<file path="src/rtl/fp_pack_result.sv">
// rtl/fp_pack_result.sv - FP adder final stage: RNE rounding, special override and IEEE packing
`ifndef FP_PACK_DEFS
`define FP_PACK_DEFS
`define FP32 0
`define FP64 1
`define FP16 2
`define GET_FP_LEN(f) ((f) == 1 ? 64 : ((f) == 2 ? 16 : 32))
`define GET_EXP_LEN(f) ((f) == 1 ? 11 : ((f) == 2 ? 5 : 8))
`define NORMAL 2'b00
`define ZERO 2'b01
`define INF 2'b10
`define NAN 2'b11
`endif

module fp_pack_result #(
    parameter int data_format = `FP32,
    localparam int L = `GET_FP_LEN(data_format),
    localparam int E = `GET_EXP_LEN(data_format),
    localparam int M = L - 1 - E
) (
    input  logic         i_clk,
    input  logic         i_rst,
    input  logic         i_in_valid,
    output logic         o_in_ready,
    input  logic [1:0]   i_special,
    input  logic         i_sign,
    input  logic [E+1:0] i_exp,
    input  logic [M+3:0] i_mant,
    output logic         o_out_valid,
    input  logic         i_out_ready,
    output logic [L-1:0] o_out_data,
    input  logic         i_flag_clr,
    output logic [3:0]   o_flags
);

    localparam logic [E+1:0] EXP_MAX = (E+2)'((1 << E) - 1);
    localparam int FLAG_INVALID   = 3;
    localparam int FLAG_OVERFLOW  = 2;
    localparam int FLAG_UNDERFLOW = 1;
    localparam int FLAG_INEXACT   = 0;

    logic         w_round_up;
    logic [M:0]   w_frac_sum;
    logic         w_carry;
    logic [E+1:0] w_exp_adj;
    logic         w_inexact;

    logic         r_s1_valid;
    logic [1:0]   r_s1_special;
    logic         r_s1_sign;
    logic [E+1:0] r_s1_exp;
    logic [M-1:0] r_s1_frac;
    logic         r_s1_inexact;

    logic         r_out_valid;
    logic [L-1:0] r_out_data;
    logic [3:0]   r_s2_evt;
    logic [3:0]   r_flags;

    logic         w_s2_ready;
    logic         w_s1_advance;
    logic         w_handoff;
    logic         w_exp_ovf;
    logic         w_exp_unf;
    logic [L-1:0] w_pack_data;
    logic [3:0]   w_pack_evt;

    // Rounding only the fraction: a carry out of it into a set hidden bit is
    // exactly the significand overflow to 10.000..0, and the low M bits are
    // already the zero fraction of the renormalized 1.000..0.
    assign w_round_up = i_mant[2] & (i_mant[1] | i_mant[0] | i_mant[3]);
    assign w_frac_sum = {1'b0, i_mant[M+2:3]} + {{M{1'b0}}, w_round_up};
    assign w_carry    = i_mant[M+3] & w_frac_sum[M];
    assign w_exp_adj  = i_exp + {{(E+1){1'b0}}, w_carry};
    assign w_inexact  = |i_mant[2:0];

    assign w_s2_ready   = !r_out_valid | i_out_ready;
    assign w_s1_advance = r_s1_valid & w_s2_ready;
    assign w_handoff    = r_out_valid & i_out_ready;
    assign o_in_ready   = !r_s1_valid | w_s1_advance;

    always_ff @(posedge i_clk or posedge i_rst) begin
        if (i_rst) begin
            r_s1_valid   <= 1'b0;
            r_s1_special <= `NORMAL;
            r_s1_sign    <= 1'b0;
            r_s1_exp     <= '0;
            r_s1_frac    <= '0;
            r_s1_inexact <= 1'b0;
        end else if (o_in_ready) begin
            r_s1_valid <= i_in_valid;
            if (i_in_valid) begin
                r_s1_special <= i_special;
                r_s1_sign    <= i_sign;
                r_s1_exp     <= w_exp_adj;
                r_s1_frac    <= w_frac_sum[M-1:0];
                r_s1_inexact <= w_inexact;
            end
        end
    end

    // Exponent is two's complement; negative or zero means no normal encoding.
    assign w_exp_unf = r_s1_exp[E+1] | (r_s1_exp == '0);
    assign w_exp_ovf = !r_s1_exp[E+1] & (r_s1_exp >= EXP_MAX);

    always_comb begin
        w_pack_data = '0;
        w_pack_evt  = '0;
        case (r_s1_special)
            `NAN: begin
                w_pack_data = {1'b0, {E{1'b1}}, 1'b1, {(M-1){1'b0}}};
                w_pack_evt[FLAG_INVALID] = 1'b1;
            end
            `INF: begin
                w_pack_data = {r_s1_sign, {E{1'b1}}, {M{1'b0}}};
            end
            `ZERO: begin
                w_pack_data = {r_s1_sign, {(L-1){1'b0}}};
            end
            default: begin
                if (w_exp_ovf) begin
                    w_pack_data = {r_s1_sign, {E{1'b1}}, {M{1'b0}}};
                    w_pack_evt[FLAG_OVERFLOW] = 1'b1;
                    w_pack_evt[FLAG_INEXACT]  = 1'b1;
                end else if (w_exp_unf) begin
                    w_pack_data = {r_s1_sign, {(L-1){1'b0}}};
                    w_pack_evt[FLAG_UNDERFLOW] = 1'b1;
                    w_pack_evt[FLAG_INEXACT]   = 1'b1;
                end else begin
                    w_pack_data = {r_s1_sign, r_s1_exp[E-1:0], r_s1_frac};
                    w_pack_evt[FLAG_INEXACT] = r_s1_inexact;
                end
            end
        endcase
    end

    always_ff @(posedge i_clk or posedge i_rst) begin
        if (i_rst) begin
            r_out_valid <= 1'b0;
            r_out_data  <= '0;
            r_s2_evt    <= '0;
        end else if (w_s2_ready) begin
            r_out_valid <= r_s1_valid;
            if (r_s1_valid) begin
                r_out_data <= w_pack_data;
                r_s2_evt   <= w_pack_evt;
            end
        end
    end

    // Events travel with their beat and only count once the result is taken.
    always_ff @(posedge i_clk or posedge i_rst) begin
        if (i_rst) begin
            r_flags <= '0;
        end else begin
            r_flags <= (i_flag_clr ? 4'b0000 : r_flags) | (w_handoff ? r_s2_evt : 4'b0000);
        end
    end

    assign o_out_valid = r_out_valid;
    assign o_out_data  = r_out_data;
    assign o_flags     = r_flags;

endmodule

</file>
<file path="config.mk">
export PLATFORM = sky130hd
export DESIGN_NAME = fp_pack_result
export DESIGN_NICKNAME = d
export VERILOG_FILES = /design/src/rtl/fp_pack_result.sv
export SDC_FILE = /design/constraint.sdc
export NUM_CORES = 1
export LEC_CHECK = 0
export ABC_AREA = 1
export CELL_PAD_IN_SITES_DETAIL_PLACEMENT = 0
export CELL_PAD_IN_SITES_GLOBAL_PLACEMENT = 1
export CORE_ASPECT_RATIO = 1.1
export CORE_MARGIN = 1.5
export CORE_UTILIZATION = 37
export CTS_CLUSTER_DIAMETER = 40
export DETAILED_ROUTE_END_ITERATION = 10
export GPL_ROUTABILITY_DRIVEN = 0
export HOLD_SLACK_MARGIN = 0.12
export PLACE_DENSITY = 0.77
export RECOVER_POWER = 100
export SYNTH_ARGS = -nofsm -noshare
export SYNTH_HDL_FRONTEND = slang
export SYNTH_SLANG_ARGS = --single-unit
</file>
<file path="constraint.sdc">
create_clock -name i_clk -period 3.32 [get_ports i_clk]
set_input_delay 0.664 -clock i_clk [delete_from_list [all_inputs] [get_ports i_clk]]
set_output_delay 0.664 -clock i_clk [all_outputs]
set_load 0.005 [all_outputs]
</file>
==> qor.txt, run 1 <==
YOSYS
-------------------------------------------------------------------------------
Fraction of the mapped netlist area in simple logic gates                33.09%
Combinational family with the most area after synthesis            simple AND/OR/NAND/NOR gates
Synthesized netlist net count                                               555
Post-Syn Area                                                      0.004000 mm2
Share of the yosys chip area belonging to registers                      49.42%
Post-synthesis adder-cell area fraction                                 0.9384%
Yosys synthesis warning count                                                 0
EDFF count, synth                                                             0
Post-synthesis sequential element count                                      79
Post-synthesis mux area share                                                0%
Async SR Flop Fraction                                                   100.0%
Post-synth cell types                                                        38
Post-Synthesis Mean Instance Area                                     7.890 um2
Post-synthesis share of cell area spent on xor and xnor gates            2.409%
Number of cells produced by synthesis                                       507
Dominant synthesized flop cell                                     sky130_fd_sc_hd__dfrtp_1
Post-synthesis compound-gate area fraction                               9.227%

GLOBAL ROUTE
-------------------------------------------------------------------------------
Via count of the first global-routing pass                                 3376
M1 GR Usage                                                              27.63%
Maximum number of pins on one net before global-route repair                 49
Top Usage Layer GRT                                                        met1
Global-route wire length before repair                                 16.64 mm
Aggregate global-route resource usage                                    18.59%
Antenna violations before repair                                              0
Met2 routing resource usage after global routing                         27.06%
Aggregate global routing overflow                                             0
Met3 usage                                                               2.179%

CRITICAL PATH
-------------------------------------------------------------------------------
Depth of the worst register-to-register path                                  6
Crit Path Category                                                       in2reg
Register-to-register setup slack                                         980 ps
Startpoint types                                                     input port
Arrival time at the worst endpoint                                      3140 ps
Reg-to-reg endpoint                                                r_s2_evt[0]$_DFFE_PP0P_
Nature of the critical path endpoint                                       flop
Crit Reg-Reg Startpoint                                            o_out_valid$_DFFE_PP0P_
Maximum fanout count along the critical path                                  3
WP data required                                                        3510 ps

PLACE
-------------------------------------------------------------------------------
Sum of net half-perimeters after detailed placement                    7.401 mm
Port-buffer cells                                                            82
DP Area                                                            0.004969 mm2

CTS
-------------------------------------------------------------------------------
CTS Buffer Depth                                                              2
Setup Fix Bufs, Post-CTS                                                      0
Clock latency on the worst-skew pair                                     330 ps
Number of hold buffers added after CTS                                        0
Clock buffers created by TritonCTS                                            9
# resized after CTS                                                           0
Clock-pin slew on the worst setup and hold paths                          60 ps
CTS H-tree depth                                                              3
Number of sinks driven by the clock tree                                     79
Clock root buffer master                                           sky130_fd_sc_hd__clkbuf_16
Clock tree from TritonCTS                                                   yes

WORST HOLD PATH
-------------------------------------------------------------------------------
Worst Hold Launch                                                  o_out_data[31]$_DFFE_PP0P_
Hold WC Path Type                                                       reg2reg
Worst hold endpoint                                                o_out_data[31]$_DFFE_PP0P_
Count of cells along the worst hold path                                      2

DRT
-------------------------------------------------------------------------------
Drt first-iter violations                                                   174
Vias after detailed routing                                                3557
Average vias per placed instance                                          4.800
1st-pass router iterations                                                    4
Routed len/inst                                                        13.38 um
DRC Markers                                                                   0
Total wirelength of the detailed-routed design                         9.917 mm
Antenna Violating Nets Remaining                                              0

POWER AND IR DROP
-------------------------------------------------------------------------------
Static leakage                                                         2.413 nW
IR Drop Worst-Case VDD                                              0.0002482 V
Total power per unit cell area                                     568.2 mW/mm2

FLOORPLANNING
-------------------------------------------------------------------------------
Die Height                                                             112.1 um
Die footprint                                                       0.01144 mm2
Initial cell density of the core                                         38.31%
Io pins                                                                      83
Std-Cell Rows                                                                39
Area of the placeable core                                          0.01044 mm2
Floorplan die width                                                    102.1 um

FINAL LAYOUT
-------------------------------------------------------------------------------
Footprint of the multi-input gates                                 0.001800 mm2
Fraction of final layout cells sized beyond drive strength 1             7.191%
Fill cell instance count of the final layout                               1069
Nets@finish                                                                 641
Sequential Area                                                    0.001977 mm2
Final instance area                                                0.005281 mm2
# diodes                                                                      0
Core occupancy in the finished layout                                    50.58%
Area growth, synth to finish                                             32.03%

TIMING
-------------------------------------------------------------------------------
Unrepaired setup endpoints after global routing                           false
Slew margin rel.                                                         35.24%
Maximum clock frequency                                              0.3391 GHz
Worst clock skew                                                       3.876 ps
Final worst path period need                                            2949 ps
Setup tns final                                                            0 ps
Final-report hold violation count                                             0
Actual transition at the worst max-transition pin                      971.5 ps
Final period util                                                        88.83%
Total of endpoints with negative setup slack in the final report              0
Max-slew violation total from the final report                                0

OUTCOME
-------------------------------------------------------------------------------
Result of the run                                                  complete, no violations

RUN
-------------------------------------------------------------------------------
# Max-Cap Violations                                                          0

-- cell families after synthesis --
| kind of cell | Yosys count |
|---|---|
| AND/OR/NAND/NOR | 303 |
| flip-flops | 79 |
| AO/OA/AOI/OAI | 69 |
| buffers and inverters | 42 |
| XOR/XNOR | 11 |
| adder cells (fa/ha/maj) | 3 |
-- cells in the final DEF (no fill, tap or decap), drive strengths merged, types with 2 or more instances in the layout --
master	Yosys	layout
a21oi	14	14
buf	14	6
bufinv	0	3
clkbuf	2	13
clkdlybuf4s50	0	42
clkinv	1	3
dfrtp	79	79
dlygate4sd3	0	40
ha	3	3
inv	25	25
nand2	180	180
nand3	51	51
nand3b	5	5
nand4	2	2
nor2	58	58
o21ai	45	45
o21bai	2	2
o22ai	3	3
o31ai	2	2
or2	5	5
xnor2	4	4
xor2	7	7
-- cell usage after synthesis, types with 2 or more instances --
master / count / area share (%)
sky130_fd_sc_hd__nand2_1: 175 / 16
sky130_fd_sc_hd__dfrtp_1: 79 / 49
sky130_fd_sc_hd__nand3_1: 50 / 6.3
sky130_fd_sc_hd__nor2_1: 50 / 4.7
sky130_fd_sc_hd__o21ai_1: 24 / 3.0
sky130_fd_sc_hd__inv_1: 21 / 2.0
sky130_fd_sc_hd__o21ai_0: 21 / 2.6
sky130_fd_sc_hd__a21oi_1: 13 / 1.6
sky130_fd_sc_hd__buf_2: 7 / 0.88
sky130_fd_sc_hd__xor2_1: 7 / 1.5
sky130_fd_sc_hd__buf_4: 6 / 1.1
sky130_fd_sc_hd__nor2_2: 6 / 0.94
sky130_fd_sc_hd__nand3b_1: 5 / 0.94
sky130_fd_sc_hd__inv_2: 4 / 0.38
sky130_fd_sc_hd__nand2_2: 4 / 0.63
sky130_fd_sc_hd__xnor2_1: 4 / 0.88
sky130_fd_sc_hd__ha_1: 3 / 0.94
sky130_fd_sc_hd__o22ai_1: 3 / 0.47
sky130_fd_sc_hd__or2_1: 3 / 0.47
sky130_fd_sc_hd__clkbuf_1: 2 / 0.19
sky130_fd_sc_hd__o21bai_1: 2 / 0.38
sky130_fd_sc_hd__o31ai_1: 2 / 0.38
-- through the flow --
stage / setup WS, ps / hold WS (ps) / std cells / total power [mW]
final: 370.9 / 472.3 / 741 / 3.001
after global routing: 21.83 / 506.6 / 741 / 3.180
after CTS: 353.5 / 482.0 / 741 / 3.096
after detailed placement: 9.617 / 466.2 / 725 / 1.958
after global placement: 81.12 / 466.3 / 725 / 1.944
after floorplan: 632.6 / 449.5 / 507 / 1.605
-- layout make-up --
cell class | count | share of cell area (%)
flip-flops and latches | 79 | 37.43
well taps | 143 | 3.388
clock inverters | 6 | 2.037
clock buffers | 10 | 4.525
multi-input cells | 386 | 34.09
inverters | 26 | 1.848
repair buffers | 91 | 16.68
-- how the worst max path moves through the flow --
| stage | from | slack [ps] | end |
|---|---|---|---|
| 2_1_floorplan | i_rst | 630 | o_flags[0]$_DFF_PP0_ |
| 3_3_place_gp | i_mant[9] | 80 | r_s1_exp[8]$_DFFE_PP0P_ |
| 3_5_place_dp | i_mant[9] | 10 | r_s1_exp[8]$_DFFE_PP0P_ |
| 4_1_cts | i_mant[9] | 350 | r_s1_exp[8]$_DFFE_PP0P_ |
| 5_1_grt | i_mant[11] | 20 | r_s1_exp[8]$_DFFE_PP0P_ |
| 6_report | i_mant[9] | 370 | r_s1_exp[8]$_DFFE_PP0P_ |
-- power breakdown --
part	switching [mW]	total (mW)	leakage [nW]	internal [mW]
sequential	0.111	1.25	0.990	1.14
clock	0.373	1.13	0.168	0.752
combinational	0.336	0.629	1.25	0.293
-- routing by layer --
layer	share of wire, %	wire length [um]	vias to the layer above
met2	46	4531	75
met3	3.9	382	7
li1	-	-	1819
met1	49	4871	1656
met5	0	0	-
met4	1.3	131	0
-- critical path, stage by stage --
cell	delay, ps
sky130_fd_sc_hd__clkdlybuf4s50_1	530
sky130_fd_sc_hd__nand2_1	90
sky130_fd_sc_hd__nor2_1	190
sky130_fd_sc_hd__nand2_1	90
sky130_fd_sc_hd__nor2_1	120
sky130_fd_sc_hd__nand3_1	110
sky130_fd_sc_hd__nor4_2	200
sky130_fd_sc_hd__ha_1	230
sky130_fd_sc_hd__ha_1	190
sky130_fd_sc_hd__nand3_1	110
sky130_fd_sc_hd__nor2_1	100
sky130_fd_sc_hd__nand2_1	70
sky130_fd_sc_hd__nor2_1	150
sky130_fd_sc_hd__nand3_1	100
sky130_fd_sc_hd__nand3_1	100
sky130_fd_sc_hd__o21ai_0	90
-- flip-flops by register name (all words and copies together), names as in the netlist --
signal and count:
r_s1_frac 23, o_out_data 32, r_s1_valid 1, r_s2_evt 4
r_s1_exp 10, r_s1_sign 1, o_out_valid 1, r_s1_special 2
o_flags 4, r_s1_inexact 1
Note: power is estimated with default switching activity, not from simulation.
==> run 2: changes to the inputs <==
Settings changed: PLACE_DENSITY 0.77 to default, PLACE_DENSITY_LB_ADDON from default to 0.1.
==> run 2 against run 1 <==
  * Cell count shrank 0.40%
  * Final area decreased by 2.1%
  * First-iteration DRC count fell by 2.3%
  * Critical endpoint unchanged
  * Highest routed layer unchanged
  * Critical path type unchanged
  * Via count down 0.28%
==> qor.txt, run 2 (synthesis results as in run 1) <==
FINAL LAYOUT
----------------------------------------------------------------------------------
Area growth, synth to finish                                                29.25%
Number of standard cells in the final layout excluding fillers                 738
# diodes                                                                         0
Fraction of final layout cells sized beyond drive strength 1                5.882%
Nets@finish                                                                    639
Most common cell after layout, fill and taps aside                    sky130_fd_sc_hd__nand2_1
Commonest cells after routing, fill and taps aside                    sky130_fd_sc_hd__nand2_1, sky130_fd_sc_hd__dfrtp_1, sky130_fd_sc_hd__nor2_1
Flip-flop count of the largest register, all copies and words added             32

CRITICAL PATH
----------------------------------------------------------------------------------
Ordered cell list for the critical path                               clkdlybuf4s50_1 > nand2_1 > nor2_1 > nand2_1 > nor2_1 > nand3_1 > nor4_2 > ha_1 > ha_1 > nand3_1 > nor2_1 > nand2_1 > nor2_1 > nand3_1 > nand3_1 > o21ai_0
Critical path's top delay family                                      simple AND/OR/NAND/NOR gates
Crit Reg-Reg Startpoint                                               o_out_valid$_DFFE_PP0P_
WP data required                                                           3500 ps
Crit Path Category                                                          in2reg
Nature of the critical path endpoint                                          flop
Startpoint types                                                        input port
Number of buffer and inverter stages on the critical path                        1
Arrival time at the worst endpoint                                         3130 ps
Reg-to-reg endpoint                                                   r_s2_evt[0]$_DFFE_PP0P_
Critical Path Max Stage Delay                                               520 ps
Timing endpoint of the critical path                                  r_s1_exp[8]$_DFFE_PP0P_
Maximum fanout count along the critical path                                     3
Cell with the biggest individual delay on the critical path           sky130_fd_sc_hd__clkdlybuf4s50_1
Depth of the worst register-to-register path                                     6
Worst setup path start                                                   i_mant[9]
Register-to-register setup slack                                            940 ps
Number of logic stages on the critical path including buffering                 16

FLOORPLANNING
----------------------------------------------------------------------------------
Io pins                                                                         83
Initial cell density of the core                                            38.31%
Die Height                                                                112.1 um
Floorplan die width                                                       102.1 um
Die footprint                                                          0.01144 mm2
Area of the placeable core                                             0.01044 mm2
Std-Cell Rows                                                                   39

WORST HOLD PATH
----------------------------------------------------------------------------------
Hold WC Path Type                                                          reg2reg

GLOBAL ROUTE
----------------------------------------------------------------------------------
Met2 routing resource usage after global routing                            26.62%
Aggregate global-route resource usage                                       18.81%
Top Usage Layer GRT                                                           met1
Aggregate global routing overflow                                                0
Global-route wire length before repair                                    16.67 mm
Antenna violations before repair                                                 0
Maximum number of pins on one net before global-route repair                    49
Via count of the first global-routing pass                                    3302
M1 GR Usage                                                                 28.94%
Met3 usage                                                                  3.051%

PLACE
----------------------------------------------------------------------------------
Dpl ws                                                                    23.50 ps
Sum of net half-perimeters after detailed placement                       7.469 mm
Placed cell count                                                              723
Port-buffer cells                                                               82

POWER AND IR DROP
----------------------------------------------------------------------------------
Fraction of power consumed by the clock network                              31.9%
IR Drop Worst-Case VDD                                                 0.0002091 V
Static leakage                                                            2.367 nW
Proportion of power drawn by flip-flops and latches                          45.2%
Pwr Total                                                                 2.760 mW
Net switching power figure                                                814.2 uW
Switching fraction of total power                                           29.50%
Total internal power                                                      1.945 mW
Total power per unit cell area                                        533.8 mW/mm2
Combinational fraction of design power                                       22.9%

TIMING
----------------------------------------------------------------------------------
Actual transition at the worst max-transition pin                          1086 ps
Setup tns final                                                               0 ps
Worst setup margin                                                        368.0 ps
Hold WS                                                                   477.6 ps
Final period util                                                           88.91%
Final worst path period need                                               2952 ps
Final-report hold violation count                                                0
Worst clock skew                                                          4.210 ps
Slew margin rel.                                                            27.63%
Max-slew violation total from the final report                                   0
Maximum clock frequency                                                 0.3388 GHz
Unrepaired setup endpoints after global routing                              false
Total of endpoints with negative setup slack in the final report                 0

CTS
----------------------------------------------------------------------------------
# resized after CTS                                                              0
Clock root buffer master                                              sky130_fd_sc_hd__clkbuf_16
Clock latency on the worst-skew pair                                        330 ps
Number of hold buffers added after CTS                                           0
Clock tree from TritonCTS                                                      yes
CTS H-tree depth                                                                 3
Setup Fix Bufs, Post-CTS                                                         0
Clock buffers created by TritonCTS                                               9
Clock-pin slew on the worst setup and hold paths                             60 ps
Number of sinks driven by the clock tree                                        79
CTS Buffer Depth                                                                 2

DRT
----------------------------------------------------------------------------------
Total wirelength of the detailed-routed design                            10.17 mm
DRC Markers                                                                      0
Antenna Violating Nets Remaining                                                 0
Routed len/inst                                                           13.77 um
1st-pass router iterations                                                       4
Average vias per placed instance                                             4.806
Vias after detailed routing                                                   3547
Drt first-iter violations                                                      170

OUTCOME
----------------------------------------------------------------------------------
Result of the run                                                     complete, no violations

RUN
----------------------------------------------------------------------------------
# Max-Cap Violations                                                             0

-- run 2: power groups by stage --
stage | Sequential (mW) | Combinational (mW) | Clock, mW
after CTS | 1.26 | 0.693 | 0.907
after global placement | 1.27 | 0.681 | 0
after floorplan | 1.25 | 0.355 | 0
after global routing | 1.27 | 0.717 | 0.947
final | 1.25 | 0.631 | 0.880
after detailed placement | 1.27 | 0.691 | 0
-- run 2: area by class of cell --
type	count	area (um2)
fill	1123	5273
inverter	26	97.59
timing repair buffer	89	865.8
multi-input combinational	386	1785
clock buffer	11	242.7
sequential	79	1977
tap	143	178.9
clock inverter	4	22.52
-- run 2: routing by layer --
layer | part of all wire [%] | vias to the layer above
met5 | 0 | -
met4 | 1.3 | 0
met3 | 3.2 | 9
met2 | 44 | 77
met1 | 51 | 1647
li1 | - | 1814
-- run 2: per-stage QoR --
stage,utilization [%],cell area [um2]
2_1_floorplan,-,4000
4_1_cts,49.98,5219
3_3_place_gp,47.44,4954
6_report,49.51,5170
3_5_place_dp,47.44,4954
5_1_grt,49.51,5170
-- run 2: how the worst min path moves through the flow --
stage | startpoint | end | slack [ps] | cells past startpoint
6_report | o_out_data[8]$_DFFE_PP0P_ | o_out_data[8]$_DFFE_PP0P_ | 480 | 2
3_3_place_gp | r_s1_sign$_DFFE_PP0P_ | r_s1_sign$_DFFE_PP0P_ | 470 | 2
4_1_cts | r_s1_frac[1]$_DFFE_PP0P_ | r_s1_frac[1]$_DFFE_PP0P_ | 480 | 2
5_1_grt | o_out_data[4]$_DFFE_PP0P_ | o_out_data[4]$_DFFE_PP0P_ | 500 | 2
2_1_floorplan | r_s1_frac[22]$_DFFE_PP0P_ | r_s1_frac[22]$_DFFE_PP0P_ | 450 | 2
3_5_place_dp | r_s1_frac[1]$_DFFE_PP0P_ | r_s1_frac[1]$_DFFE_PP0P_ | 470 | 2
-- run 2: worst reg2reg max path: cells and delay by family, from the launching register on --
family,cells,cell delay (ps)
compound gates,1,90
flops,1,420
simple gates,5,1770
